**src/rtl/inst_fetch_unit.sv**
```systemverilog
// Instruction-fetch stage: owns the PC, drives a 1-cycle synchronous ROM and registers inst/pc/valid for decode.
// Optional misaligned-redirect trap guarded by `INST_FETCH_MISALIGN_EN (adds fetch_err, halts fetch when set).
module inst_fetch_unit #(
  parameter int              PC_W     = 32,
  parameter int              ADDR_W   = 6,
  parameter int              INST_W   = 32,
  parameter logic [PC_W-1:0] RESET_PC = '0
) (
  input  logic              clk,
  input  logic              rst,
  input  logic              stall,
  input  logic              redirect,
  input  logic [PC_W-1:0]   redirect_pc,
  output logic [ADDR_W-1:0] imem_addr,
  input  logic [INST_W-1:0] imem_data,
  output logic [PC_W-1:0]   pc,
  output logic [INST_W-1:0] inst_code,
  output logic [PC_W-1:0]   inst_pc,
  output logic              inst_valid
`ifdef INST_FETCH_MISALIGN_EN
  ,
  output logic              fetch_err
`endif
);

  typedef enum logic [1:0] {
    ACT_ADVANCE,
    ACT_HOLD,
    ACT_REDIRECT,
    ACT_HALT
  } action_e;

  action_e         action;
  logic [PC_W-1:0] f_pc;
  logic            f_valid;
  logic            halt;
  logic [PC_W-1:0] target_pc;
  logic [PC_W-1:0] pc_inc;

  // Low two bits of the target are dropped so pc stays word aligned.
  assign target_pc = redirect_pc & ~PC_W'(3);
  assign pc_inc    = pc + PC_W'(4);

`ifdef INST_FETCH_MISALIGN_EN
  logic misaligned;
  assign misaligned = redirect & (redirect_pc[1:0] != 2'b00);
  assign halt       = fetch_err;

  always_ff @(posedge clk or negedge rst) begin
    if (!rst) fetch_err <= 1'b0;
    else      fetch_err <= fetch_err | misaligned;
  end
`else
  assign halt = 1'b0;
`endif

  always_comb begin
    // NOTE: default first so every path assigns action and no latch is inferred.
    action = ACT_ADVANCE;
    if (halt)          action = ACT_HALT;
    else if (redirect) action = ACT_REDIRECT;
    else if (stall)    action = ACT_HOLD;
  end

  // While stalled the ROM re-reads the in-flight word so imem_data is still valid on release.
  assign imem_addr = (stall && !redirect) ? f_pc[ADDR_W+1:2] : pc[ADDR_W+1:2];

  // NOTE: state uses non-blocking assignments so every register samples pre-edge values.
  // NOTE: async reset clears every register here; there is no storage array to exclude.
  always_ff @(posedge clk or negedge rst) begin
    if (!rst) begin
      pc         <= RESET_PC;
      f_pc       <= RESET_PC;
      f_valid    <= 1'b0;
      inst_code  <= '0;
      inst_pc    <= '0;
      inst_valid <= 1'b0;
    end else begin
      unique case (action)
        ACT_ADVANCE: begin
          pc         <= pc_inc;
          f_pc       <= pc;
          f_valid    <= 1'b1;
          inst_code  <= imem_data;
          inst_pc    <= f_pc;
          inst_valid <= f_valid;
        end
        ACT_REDIRECT: begin
          pc         <= target_pc;
          f_valid    <= 1'b0;
          inst_valid <= 1'b0;
        end
        ACT_HALT: begin
          f_valid    <= 1'b0;
          inst_valid <= 1'b0;
        end
        default: begin
          // ACT_HOLD: decode is not ready, everything keeps its value.
        end
      endcase
    end
  end

endmodule

```
**config.mk**
```make
export PLATFORM = sky130hd
export DESIGN_NAME = inst_fetch_unit
export DESIGN_NICKNAME = d
export VERILOG_FILES = /design/src/rtl/inst_fetch_unit.sv
export SDC_FILE = /design/constraint.sdc
export NUM_CORES = 1
export LEC_CHECK = 0
export CELL_PAD_IN_SITES_DETAIL_PLACEMENT = 0
export CELL_PAD_IN_SITES_GLOBAL_PLACEMENT = 1
export CORE_MARGIN = 5
export CORE_UTILIZATION = 36
export DETAILED_ROUTE_END_ITERATION = 7
export GPL_ROUTABILITY_DRIVEN = 0
export GPL_TIMING_DRIVEN = 0
export HOLD_SLACK_MARGIN = 0.15
export PLACE_DENSITY = 0.76
export SKIP_CTS_REPAIR_TIMING = 1
export SLEW_MARGIN = 25
export SYNTH_ARGS = -nofsm -noshare
export SYNTH_HDL_FRONTEND = slang
export SYNTH_SLANG_ARGS = --single-unit
```
**constraint.sdc**
```tcl
create_clock -name clk -period 2.63 [get_ports clk]
set_clock_uncertainty 0.2 [all_clocks]
set_input_delay 0.3945 -clock clk [delete_from_list [all_inputs] [get_ports clk]]
set_output_delay 0.3945 -clock clk [all_outputs]
set_load 0.005 [all_outputs]
```
After elaboration in Yosys (flattened, before gate mapping)
Cells that the tools add are included.

Register bits: 130. Input bits: 68. Output and inout bits: 103. Word-level logic and storage cells: 21.

Add/sub/neg operators: 1. Equality and inequality tests: 2. Multiplexer cells: 6. Reductions and logical operators: 6.

Operators with widths (number): $pmux 32 s2 (1); $add 32x3->32 const B (1); $mux 6 (1); $eq 2x2->1 const B (2); $pmux 1 s2 (2); $reduce_bool 2->1 (2); $logic_not 2->1 (1); $mux 2 (1); $reduce_or 2->1 (1); $logic_and 1x1->1 (1); $logic_not 1->1 (1); $mux 1 (1).

Logic depth before layout (Yosys ltp)
Gate-level depths: netlist (run 1).

Word-level depth: 5. Depth in mapped cells: 6. Depth with buffers taken out: 5.

Worst setup path after synthesis (run 1)
No wires, ideal clock.

Path kind: reg2reg. Start: register pc[2]. End: register pc[22]. Setup time: 82 ps. Arrival: 1870 ps. Data required time: 2348 ps. Setup slack: 478 ps. Stages on the path, launching flop included: 7. Path buffers: 1. Period minus slack after synthesis: 2152 ps. Cell sequence: dfrtp_1 -> ha_1 -> nor2b_1 -> clkbuf_1 -> nand4_1 -> or4_1 -> a31oi_1.

Longest elaborated chain between the ends: 2.

RTL lines: from (decl) (line 16) `output logic [PC_W-1:0] pc,`; from (signal assigned) (line 81) `pc <= pc_inc;`; from (signal assigned) (line 89) `pc <= target_pc;`; $add 32x3->32 (line 42) `assign pc_inc = pc + PC_W'(4);`; $pmux 32 s2 (line 79) `unique case (action)`.

No other way between the ends. A chain may end at the register's enable or synchronous reset.

Worst setup path in the final report (run 1)
Start: input stall. End: output imem_addr[3].

Longest elaborated chain between the ends: 2.

RTL lines: from (decl) (line 11) `input logic stall,`; $logic_and 1x1->1 (line 66) `assign imem_addr = (stall && !redirect) ? f_pc[ADDR_W+1:2] : pc[ADDR_W+1:2];`; $mux 6 (line 66); to (decl) (line 14) `output logic [ADDR_W-1:0] imem_addr,`.

No other way between the ends.

==> reports/results.ini, run 1 <==
[critical_path]
timing.rr.end = pc[22]
reg2reg_slack_ns = 0.18
critical_path_buf_inv_count = 3
timing.critical_path.fanout_max = 10
crit_type = in2out
critical_path.startpoint_type = input pin
cpLargestDelayFamily = buffers and inverters
worst_r2r_startpoint = pc[2]
crit_required_ns = 2.04
worst_r2r_path_depth = 7
startpoint = stall
worstSetupPathDepth = 5
critPathSlowestCell = sky130_fd_sc_hd__clkdlybuf4s50_1
cp_data_arrival_time_ns = 1.87
timing.critical_path.slowest_cell_delay_ns = 0.47
type_of_destination_of_the_critical_path = output pin
worstPathCellList = buf_2 > nor2b_1 > clkbuf_2 > mux2_2 > clkdlybuf4s50_1
worst_setup_path_endpoint = imem_addr[3]

[yosys]
synthArstFlopShare = 1.00
number_of_instances_in_the_synthesized_netlist = 421
top_cells_by_area_synth = sky130_fd_sc_hd__dfrtp_1 (58%), sky130_fd_sc_hd__mux2_2 (21%), sky130_fd_sc_hd__a31oi_1 (1.8%)
synthDominantAreaCellType = sky130_fd_sc_hd__dfrtp_1
synth-seq-area-share = 0.579
yosys_warnings = 0
synth.ff_latch_count = 124
synth.avg_cell_area_um2 = 12.7
yosys.area.top_type_share = 0.579
edff_count_synth = 0
synth.cell_area_um2 = 5360
synth_cell_types = 43
synth_top_flop_cell = sky130_fd_sc_hd__dfrtp_1

[place]
dp_hpwl_um = 10400
preCtsSetupSlack_ns = -0.0494
place.port_buffers = 162
dpl-instance-area_um2 = 7250

[finish]
final-seq-area_um2 = 3100
postLayoutCellArea_um2 = 8000
filler_cell_count = 1239
antenna-diode-count = 0
layout_stage_area_growth_over_the_synthesis_result_pct = 49.4
final_layout_size_suffix_gt1_frac = 0.239
multiInputGateArea_um2 = 2100
fin_nets = 680

[clock_network]
clk_latency_ns = 0.41
worst_setup_hold_path_clk_slew_ns = 0.06
cts_inserted_buffers = 17
cts_htree_levels = 4
clock_path_buffers = 2
cts_tree = yes
cts_sinks = 124
clk_root_buffer_cell = sky130_fd_sc_hd__clkbuf_16

[drt]
drc_errors = 0
detailedRoute.firstIterationViolations = 122
route.antenna.remaining_nets = 0
post_drt_wl_per_cell_um = 17.5
route.detailed.vias_per_inst = 5.03
drt_pre_antenna_iters = 4
via_total_after_detailed_routing = 4063
totalWireLength_um = 14100

[global_routing]
grt_first_pass_wirelength_um = 22900
all_layer_global_routing_usage = 0.164
grt_remaining_overflow = 0
vias_in_the_first_global_route = 4282
number_of_antenna_violations_at_the_first_check_in_global_routing = 0
grt_max_degree = 68

[floorplanning]
floorplan.initialDensity = 0.367
placementRows = 44
die_height_um = 132
placeableCoreArea_um2 = 14600
pin_count = 171
floorplan.die.width_um = 132
die-area_um2 = 17400

[power_and_ir_drop]
leakagePower_nw = 3.25
power_density_nw_per_um2 = 806
worst_vdd_ir_v = 0.000476

[flow_run]
maxCapViolations = 0

[timing]
rsz_0062_raised_after_global_routing = no
finalMaxSlewViolations = 0
worst_slack_ns = 0.169
fmax_mhz = 406
fin_crit_sh = 0.936
slew_headroom = 0.377
fin_hold_viols = 0
worst_slew_pin_slew_ns = 0.926
finalWorstPathRequiredPeriod_ns = 2.46
fin_worst_hold_slack_ns = 0.224
setup_viol = 0

[hold_path]
hold_start = stall
worst_hold_path_type = in2reg

[status]
status = finished clean

-- cells in the final DEF (no fill, tap or decap), types with 13 or more instances in the layout --
| master | count |
|---|---|
| sky130_fd_sc_hd__clkdlybuf4s50_1 | 161 |
| sky130_fd_sc_hd__dfrtp_1 | 124 |
| sky130_fd_sc_hd__mux2_2 | 98 |
| sky130_fd_sc_hd__nand2_1 | 23 |
| sky130_fd_sc_hd__nor2_1 | 20 |
| sky130_fd_sc_hd__clkbuf_1 | 17 |
| sky130_fd_sc_hd__clkbuf_16 | 17 |
| sky130_fd_sc_hd__o21ai_0 | 16 |
| sky130_fd_sc_hd__a31oi_1 | 15 |
| sky130_fd_sc_hd__nand4_1 | 13 |
-- synthesized netlist by cell type, drive strengths merged (2+ instances only) --
cell type	number
dfrtp	124
or3	2
a21oi	2
nor4	4
o21ai	16
a31oi	15
nor2b	2
and3	3
mux2i	2
nand2	23
inv	7
o41ai	3
and4	3
buf	8
dlygate4sd1	3
nand4	13
clkbuf	18
and2	2
or4	8
nor2	20
nand3	12
nand4bb	2
mux2	98
xor2	7
o31ai	7
xnor2	4
-- registers in the layout, indices dropped and copies added, names as in the netlist --
signal / cells
inst_code: 32
f_pc: 30
inst_pc: 30
pc: 30
f_valid: 1
inst_valid: 1
-- worst register-to-register path: cells and delay by family (launching register included) --
kind / cells / cell delay (ns)
buffers and inverters: 2 / 0.52
adders and majority gates: 1 / 0.22
and+or+nand+nor: 3 / 0.78
DFF: 1 / 0.49
AOI/OAI and AO/OA: 1 / 0.18
-- power breakdown --
group / leakage [nW] / switching [W] / internal (W)
Clock: 0.350 / 0.000830 / 0.00194
Sequential: 1.46 / 0.000225 / 0.00224
Combinational: 1.45 / 0.000389 / 0.000822
Total: 3.25 / 0.00144 / 0.00501
-- worst min-delay path by stage --
stage	slack [ns]	cells after the start	endpoint
after floorplan	-0.10	0	f_pc[10]
after global placement	0.29	1	inst_pc[29]
after detailed placement	0.15	1	f_pc[24]
after CTS	-0.29	1	inst_pc[24]
after global routing	0.23	3	inst_valid
final	0.22	3	pc[2]
-- kinds of logic after synthesis --
logic type	count (synthesis)	share of synthesized area
other	1	0.000700
AO/OA/AOI/OAI	47	0.0554
multiplexers	100	0.210
AND/OR/NAND/NOR	101	0.103
adder cells (fa/ha/maj)	1	0.00233
XOR/XNOR	11	0.0180
flip-flops	124	0.579
buffers and inverters	36	0.0318
-- stage by stage --
step	TNS (ns)	util	power, W	cells
2_1_floorplan	0	-	0.00291	424
3_3_place_gp	-486.10	0.495	0.00369	770
3_5_place_dp	-0.457	0.497	0.00373	771
4_1_cts	-0.167	0.546	0.00653	803
5_1_grt	0	0.549	0.00673	808
6_report	0	0.549	0.00645	808
-- layer usage --
layer  vias to the layer above  part of all wire  GRT usage
li1                       1905                 -          -
met5                         -                 0          0
met4                         0             0.018     0.0583
met3                        22             0.078     0.0599
met1                      1994              0.43      0.212
met2                       142              0.47      0.256
-- cell type report --
class	count	area share
multi-input cells	264	0.262
clock buffers	20	0.0583
plain buffers	29	0.0181
repair buffers	168	0.212
inverters	7	0.00328
flip-flops and latches	124	0.388
well taps	184	0.0288
clock inverters	12	0.0299
(Power assumes the default switching activity.)
==> inputs of run 2 (changes only) <==
- SLEW_MARGIN: 25 -> 40
==> run 2 against run 1 <==
Against the previous run:
- register-to-register slack about the same
- die area stayed put
- first-iteration DRC count is 6.6% higher
- sequential share of layout area down 0.091 points
- utilization rose by 0.13 points
- via count is 0.20% lower
- critical endpoint unchanged
==> reports/results.ini, run 2 (same netlist as run 1, synthesis figures left out) <==
[status]
status = finished clean

[drt]
highest-signal-layer = met4
totalWireLength_um = 14100  ; about the same
post_drt_wl_per_cell_um = 17.5  ; about the same
via_total_after_detailed_routing = 4055  ; -0.20%
drc_errors = 0  ; unchanged
detailedRoute.firstIterationViolations = 130  ; +6.6%
route.detailed.vias_per_inst = 5.02  ; -0.20%
met2_length_um = 6630  ; about the same
wl_met3_um = 978  ; -11%
met1Wirelength_um = 6300  ; +2.4%
route.antenna.remaining_nets = 0  ; unchanged
drt_pre_antenna_iters = 4  ; unchanged

[finish]
layout_common_cells = sky130_fd_sc_hd__clkdlybuf4s50_1 (161), sky130_fd_sc_hd__dfrtp_1 (124), sky130_fd_sc_hd__mux2_2 (98)
number_of_flip_flops_in_the_largest_register = 32  ; unchanged
final_layout_size_suffix_gt1_frac = 0.244  ; +0.00481
filler_cell_count = 1237  ; -0.16%
antenna-diode-count = 0  ; unchanged
mostFrequentLayoutCell = sky130_fd_sc_hd__clkdlybuf4s50_1
largest_register = inst_code
layout_stage_area_growth_over_the_synthesis_result_pct = 49.7
final_util = 0.550  ; +0.00129
fin_nets = 680  ; unchanged

[critical_path]
worstSetupPathDepth = 5  ; unchanged
critical_path_buf_inv_count = 3  ; unchanged
crit_required_ns = 2.04  ; about the same
timing.critical_path.slowest_cell_delay_ns = 0.47  ; about the same
critical_path.startpoint_type = input pin
critPathSlowestCell = sky130_fd_sc_hd__clkdlybuf4s50_1
timing.critical_path.fanout_max = 10  ; unchanged
worst_r2r_path_depth = 7  ; unchanged
crit_type = in2out
worstPathCellList = buf_2 > nor2b_1 > clkbuf_2 > mux2_2 > clkdlybuf4s50_1
cp_data_arrival_time_ns = 1.87  ; about the same
cpLargestDelayFamily = buffers and inverters
type_of_destination_of_the_critical_path = output pin

[floorplanning]
pin_count = 171  ; unchanged
placeableCoreArea_um2 = 14600  ; unchanged
placementRows = 44  ; unchanged
die-area_um2 = 17400  ; unchanged
floorplan.die.width_um = 132  ; unchanged
floorplan.initialDensity = 0.367  ; unchanged
die_height_um = 132  ; unchanged

[timing]
slew_headroom = 0.514  ; +0.137
fin_crit_sh = 0.937  ; +0.00120
setup_viol = 0  ; unchanged
rsz_0062_raised_after_global_routing = no
fin_hold_viols = 0  ; unchanged
fmax_mhz = 406  ; -0.13%
worst_slew_pin_slew_ns = 0.730  ; -0.196 ns
finalMaxSlewViolations = 0  ; unchanged
finalWorstPathRequiredPeriod_ns = 2.46  ; +0.00317 ns
fin_worst_hold_slack_ns = 0.219  ; -0.00487 ns

[clock_network]
clk_root_buffer_cell = sky130_fd_sc_hd__clkbuf_16
clk_latency_ns = 0.41  ; about the same
worst_setup_hold_path_clk_slew_ns = 0.06  ; about the same
cts_sinks = 124  ; unchanged
cts_tree = yes
cts_inserted_buffers = 17  ; unchanged
cts_htree_levels = 4  ; unchanged
clock_path_buffers = 2  ; unchanged

[power_and_ir_drop]
leakagePower_nw = 3.25  ; about the same
swShare = 0.224  ; about the same
logic_pwr_share = 0.188  ; about the same
power.clock.fraction = 0.429  ; about the same
worst_vdd_ir_v = 0.000476  ; about the same
power_density_nw_per_um2 = 804  ; -0.23%
seqPwrFrac = 0.383  ; about the same
power.net_switching_w = 0.00144  ; about the same
internal_power_w = 0.00501  ; about the same

[place]
dp_hpwl_um = 10400  ; unchanged
place.port_buffers = 162  ; unchanged

[flow_run]
maxCapViolations = 0  ; unchanged

[global_routing]
all_layer_global_routing_usage = 0.164  ; unchanged
grt_remaining_overflow = 0  ; unchanged
grt_first_pass_wirelength_um = 22900  ; unchanged
grt_max_degree = 68  ; unchanged
vias_in_the_first_global_route = 4282  ; unchanged
number_of_antenna_violations_at_the_first_check_in_global_routing = 0  ; unchanged

[hold_path]
whs_path_depth = 3  ; unchanged
worst_hold_path_type = in2reg

[run 2: cell count changes in the layout (fill, tap and decap cells not counted)]
cell / change
sky130_fd_sc_hd__nor4_1: -3
sky130_fd_sc_hd__nor4_2: +3
[run 2: path summary, 6_finish.rpt]
check	slack [ns]	from	to
setup reg to reg	0.18	pc[2]	pc[22]
hold reg to reg	0.30	f_pc[27]	inst_pc[27]
max in group asynchronous	1.25	rst	f_pc[14]
setup / recovery	0.17	stall	imem_addr[3]
min in group asynchronous	0.30	rst	inst_pc[24]
hold / removal	0.22	stall	pc[2]
[run 2: through the flow]
stage	power (W)	setup TNS [ns]	instances	setup slack [ns]	instance area, um^2
floorplan	0.00291	0	424	0.478	5370
global placement	0.00369	-486.10	770	-3.93	7220
detailed placement	0.00373	-0.457	771	-0.0494	7250
CTS	0.00653	-0.167	803	-0.0614	7960
global route	0.00673	0	808	0.0623	8020
finish	0.00645	0	808	0.166	8020
[run 2: area by class of cell]
cell class,instances,area [um^2],share of cell area
flip-flops and latches,124,3100,0.387
inverters,7,26.3,0.00328
clock buffers,20,467,0.0582
plain buffers,29,145,0.0181
multi-input cells,264,2110,0.264
clock inverters,12,239,0.0298
repair buffers,168,1700,0.212
well taps,184,230,0.0287
[run 2: worst min-delay path: cells and delay by family]
| kind | cells | cell delay, ns |
|---|---|---|
| buffers and inverters | 1 | 0.18 |
| AOI/OAI and AO/OA | 1 | 0.08 |
| xor gates and xnor gates | 1 | 0.14 |
[run 2: power groups by stage]
stage / combinational (W) / sequential (W) / clock, W
2_1_floorplan: 0.000438 / 0.00247 / 0
3_3_place_gp: 0.00120 / 0.00249 / 0
3_5_place_dp: 0.00123 / 0.00251 / 0
4_1_cts: 0.00124 / 0.00248 / 0.00282
5_1_grt: 0.00132 / 0.00251 / 0.00290
6_report: 0.00121 / 0.00247 / 0.00277
[run 2: layer usage]
layer  vias to the layer above  global-route usage
met2                       133               0.256
li1                       1906                   -
met1                      1995               0.212
met3                        21              0.0599
met4                         0              0.0583
met5                         -                   0
==> inputs of run 3 (changes only) <==
- CORE_UTILIZATION: 36 -> 30
- PLACE_DENSITY: 0.76 -> 0.65
==> run 3 against run 2 <==
Against the previous run:
- setup slack improved by 0.031 ns
- fmax increased by 1.3%
- critical path depth is 2 higher
- worst hold slack got worse by 0.027 ns
- total power shrank 8.6%
- clock-buffer cell count is 5 higher
- cell area is 1.3% lower
==> reports/results.ini, run 3 (same netlist as run 1, synthesis figures left out) <==
[critical_path]
critical_path.startpoint_type = flop
worst_r2r_path_depth = 7  ; unchanged
type_of_destination_of_the_critical_path = flop
crit_type = reg2reg
reg2reg_slack_ns = 0.20  ; +0.02 ns
cp_data_arrival_time_ns = 2.56  ; +0.69 ns
timing.rr.end = pc[30]
worst_r2r_startpoint = pc[2]
crit_required_ns = 2.76  ; +0.72 ns
startpoint = pc[2]
worst_setup_path_endpoint = pc[30]
timing.critical_path.fanout_max = 10  ; unchanged

[clock_network]
clk_root_buffer_cell = sky130_fd_sc_hd__clkbuf_16
cts_inserted_buffers = 17  ; unchanged
cts_sinks = 124  ; unchanged
clk_latency_ns = 0.41  ; about the same
worst_setup_hold_path_clk_slew_ns = 0.06  ; about the same
cts_htree_levels = 4  ; unchanged
cts_tree = yes
clock_path_buffers = 2  ; unchanged

[global_routing]
grt_remaining_overflow = 0  ; unchanged
all_layer_global_routing_usage = 0.149  ; -0.0156
vias_in_the_first_global_route = 4279  ; -0.070%
grt_max_degree = 75  ; +10%
grt_first_pass_wirelength_um = 23700  ; +3.3%
number_of_antenna_violations_at_the_first_check_in_global_routing = 0  ; unchanged

[floorplanning]
floorplan.die.width_um = 144  ; +8.8%
die-area_um2 = 20600  ; +18%
placeableCoreArea_um2 = 17400  ; +19%
placementRows = 48  ; +9.1%
floorplan.initialDensity = 0.308  ; -0.0596
die_height_um = 144  ; +8.8%
pin_count = 171  ; unchanged

[timing]
worst_slew_pin_slew_ns = 0.725  ; -0.00432 ns
finalSetupTns_ns = 0  ; unchanged
fin_hold_viols = 0  ; unchanged
finalWorstPathRequiredPeriod_ns = 2.43  ; -0.0310 ns
slew_headroom = 0.516  ; +0.00288
fin_crit_sh = 0.925  ; -0.0118
setup_viol = 0  ; unchanged
fmax_mhz = 411  ; +1.3%
finalMaxSlewViolations = 0  ; unchanged
rsz_0062_raised_after_global_routing = no

[power_and_ir_drop]
worst_vdd_ir_v = 0.000422  ; -11%
power_w = 0.00590  ; -8.6%
logic_pwr_share = 0.205  ; +0.017
power.net_switching_w = 0.00142  ; -1.8%
leakagePower_nw = 3.17  ; -2.5%
power_density_nw_per_um2 = 745  ; -7.4%
swShare = 0.240  ; +0.0166
power.clock.fraction = 0.376  ; -0.053
internal_power_w = 0.00448  ; -11%
seqPwrFrac = 0.419  ; +0.036

[drt]
route.detailed.vias_per_inst = 4.76  ; -5.2%
route.antenna.remaining_nets = 0  ; unchanged
via_total_after_detailed_routing = 4025  ; -0.74%
drt_pre_antenna_iters = 4  ; unchanged
post_drt_wl_per_cell_um = 17.4  ; -0.67%
detailedRoute.firstIterationViolations = 160  ; +23%
totalWireLength_um = 14700  ; +4.0%
drc_errors = 0  ; unchanged

[status]
status = finished clean

[finish]
layout_stage_area_growth_over_the_synthesis_result_pct = 47.8
layout_common_cells = sky130_fd_sc_hd__clkdlybuf4s50_1 (161), sky130_fd_sc_hd__dfrtp_1 (124), sky130_fd_sc_hd__mux2_2 (98)
final_layout_size_suffix_gt1_frac = 0.235  ; -0.00849
fin_nets = 678  ; -0.29%
largest_register = inst_code
antenna-diode-count = 0  ; unchanged
number_of_flip_flops_in_the_largest_register = 32  ; unchanged
final_util = 0.455  ; -0.0952
layoutNonFillerInstCount = 846  ; +4.7%
mostFrequentLayoutCell = sky130_fd_sc_hd__clkdlybuf4s50_1

[flow_run]
maxCapViolations = 0  ; unchanged

[place]
placed_cells = 812  ; +5.3%
place.port_buffers = 162  ; unchanged
dp_hpwl_um = 10800  ; +4.0%

[hold_path]
worst_hold_path_type = in2reg

[run 3: routing by layer]
layer	wire, um	GRT usage
met1	6690	0.200
met2	7040	0.233
met3	824	0.0449
met4	154	0.0431
met5	0	0
[run 3: metrics by stage]
step	hold WS (ns)	area (um^2)	worst slack, ns
final	0.192	7920	0.197
after global routing	0.201	7920	0.00536
after CTS	-0.309	7880	-0.0819
after detailed placement	0.135	7320	-0.107
after global placement	0.284	7270	-3.97
after floorplan	-0.101	5370	0.478
[run 3: worst max-delay path: stages (launching register included)]
cell	delay, ns
sky130_fd_sc_hd__dfrtp_1	0.48
sky130_fd_sc_hd__ha_1	0.21
sky130_fd_sc_hd__nor2b_1	0.12
sky130_fd_sc_hd__clkbuf_1	0.33
sky130_fd_sc_hd__nand4_1	0.14
sky130_fd_sc_hd__buf_4	0.19
sky130_fd_sc_hd__or4_1	0.50
sky130_fd_sc_hd__a31oi_1	0.17
[run 3: final cells by class]
type	count	area, um^2
flip-flops and latches	124	3100
fillers	1650	9500
multi-input cells	264	2110
repair buffers	166	1680
well taps	225	282
plain buffers	29	145
clock buffers	25	505
inverters	7	26.3
clock inverters	6	60.1
[run 3: worst min-delay path by stage]
| stage | startpoint | endpoint | slack, ns | depth (start not counted) |
|---|---|---|---|---|
| 6_report | stall | inst_valid | 0.19 | 3 |
| 5_1_grt | stall | inst_valid | 0.20 | 3 |
| 4_1_cts | rst | inst_pc[25] | -0.31 | 1 |
| 3_5_place_dp | rst | inst_code[7] | 0.14 | 1 |
| 3_3_place_gp | f_pc[22] | inst_pc[22] | 0.28 | 1 |
| 2_1_floorplan | rst | f_pc[10] | -0.10 | 0 |
[run 3: power by group through the flow]
stage	combinational (W)	sequential, W	clock [W]
detailed placement	0.00123	0.00251	0
global route	0.00132	0.00252	0.00238
finish	0.00121	0.00247	0.00222
floorplan	0.000438	0.00247	0
global placement	0.00121	0.00249	0
CTS	0.00124	0.00247	0.00229
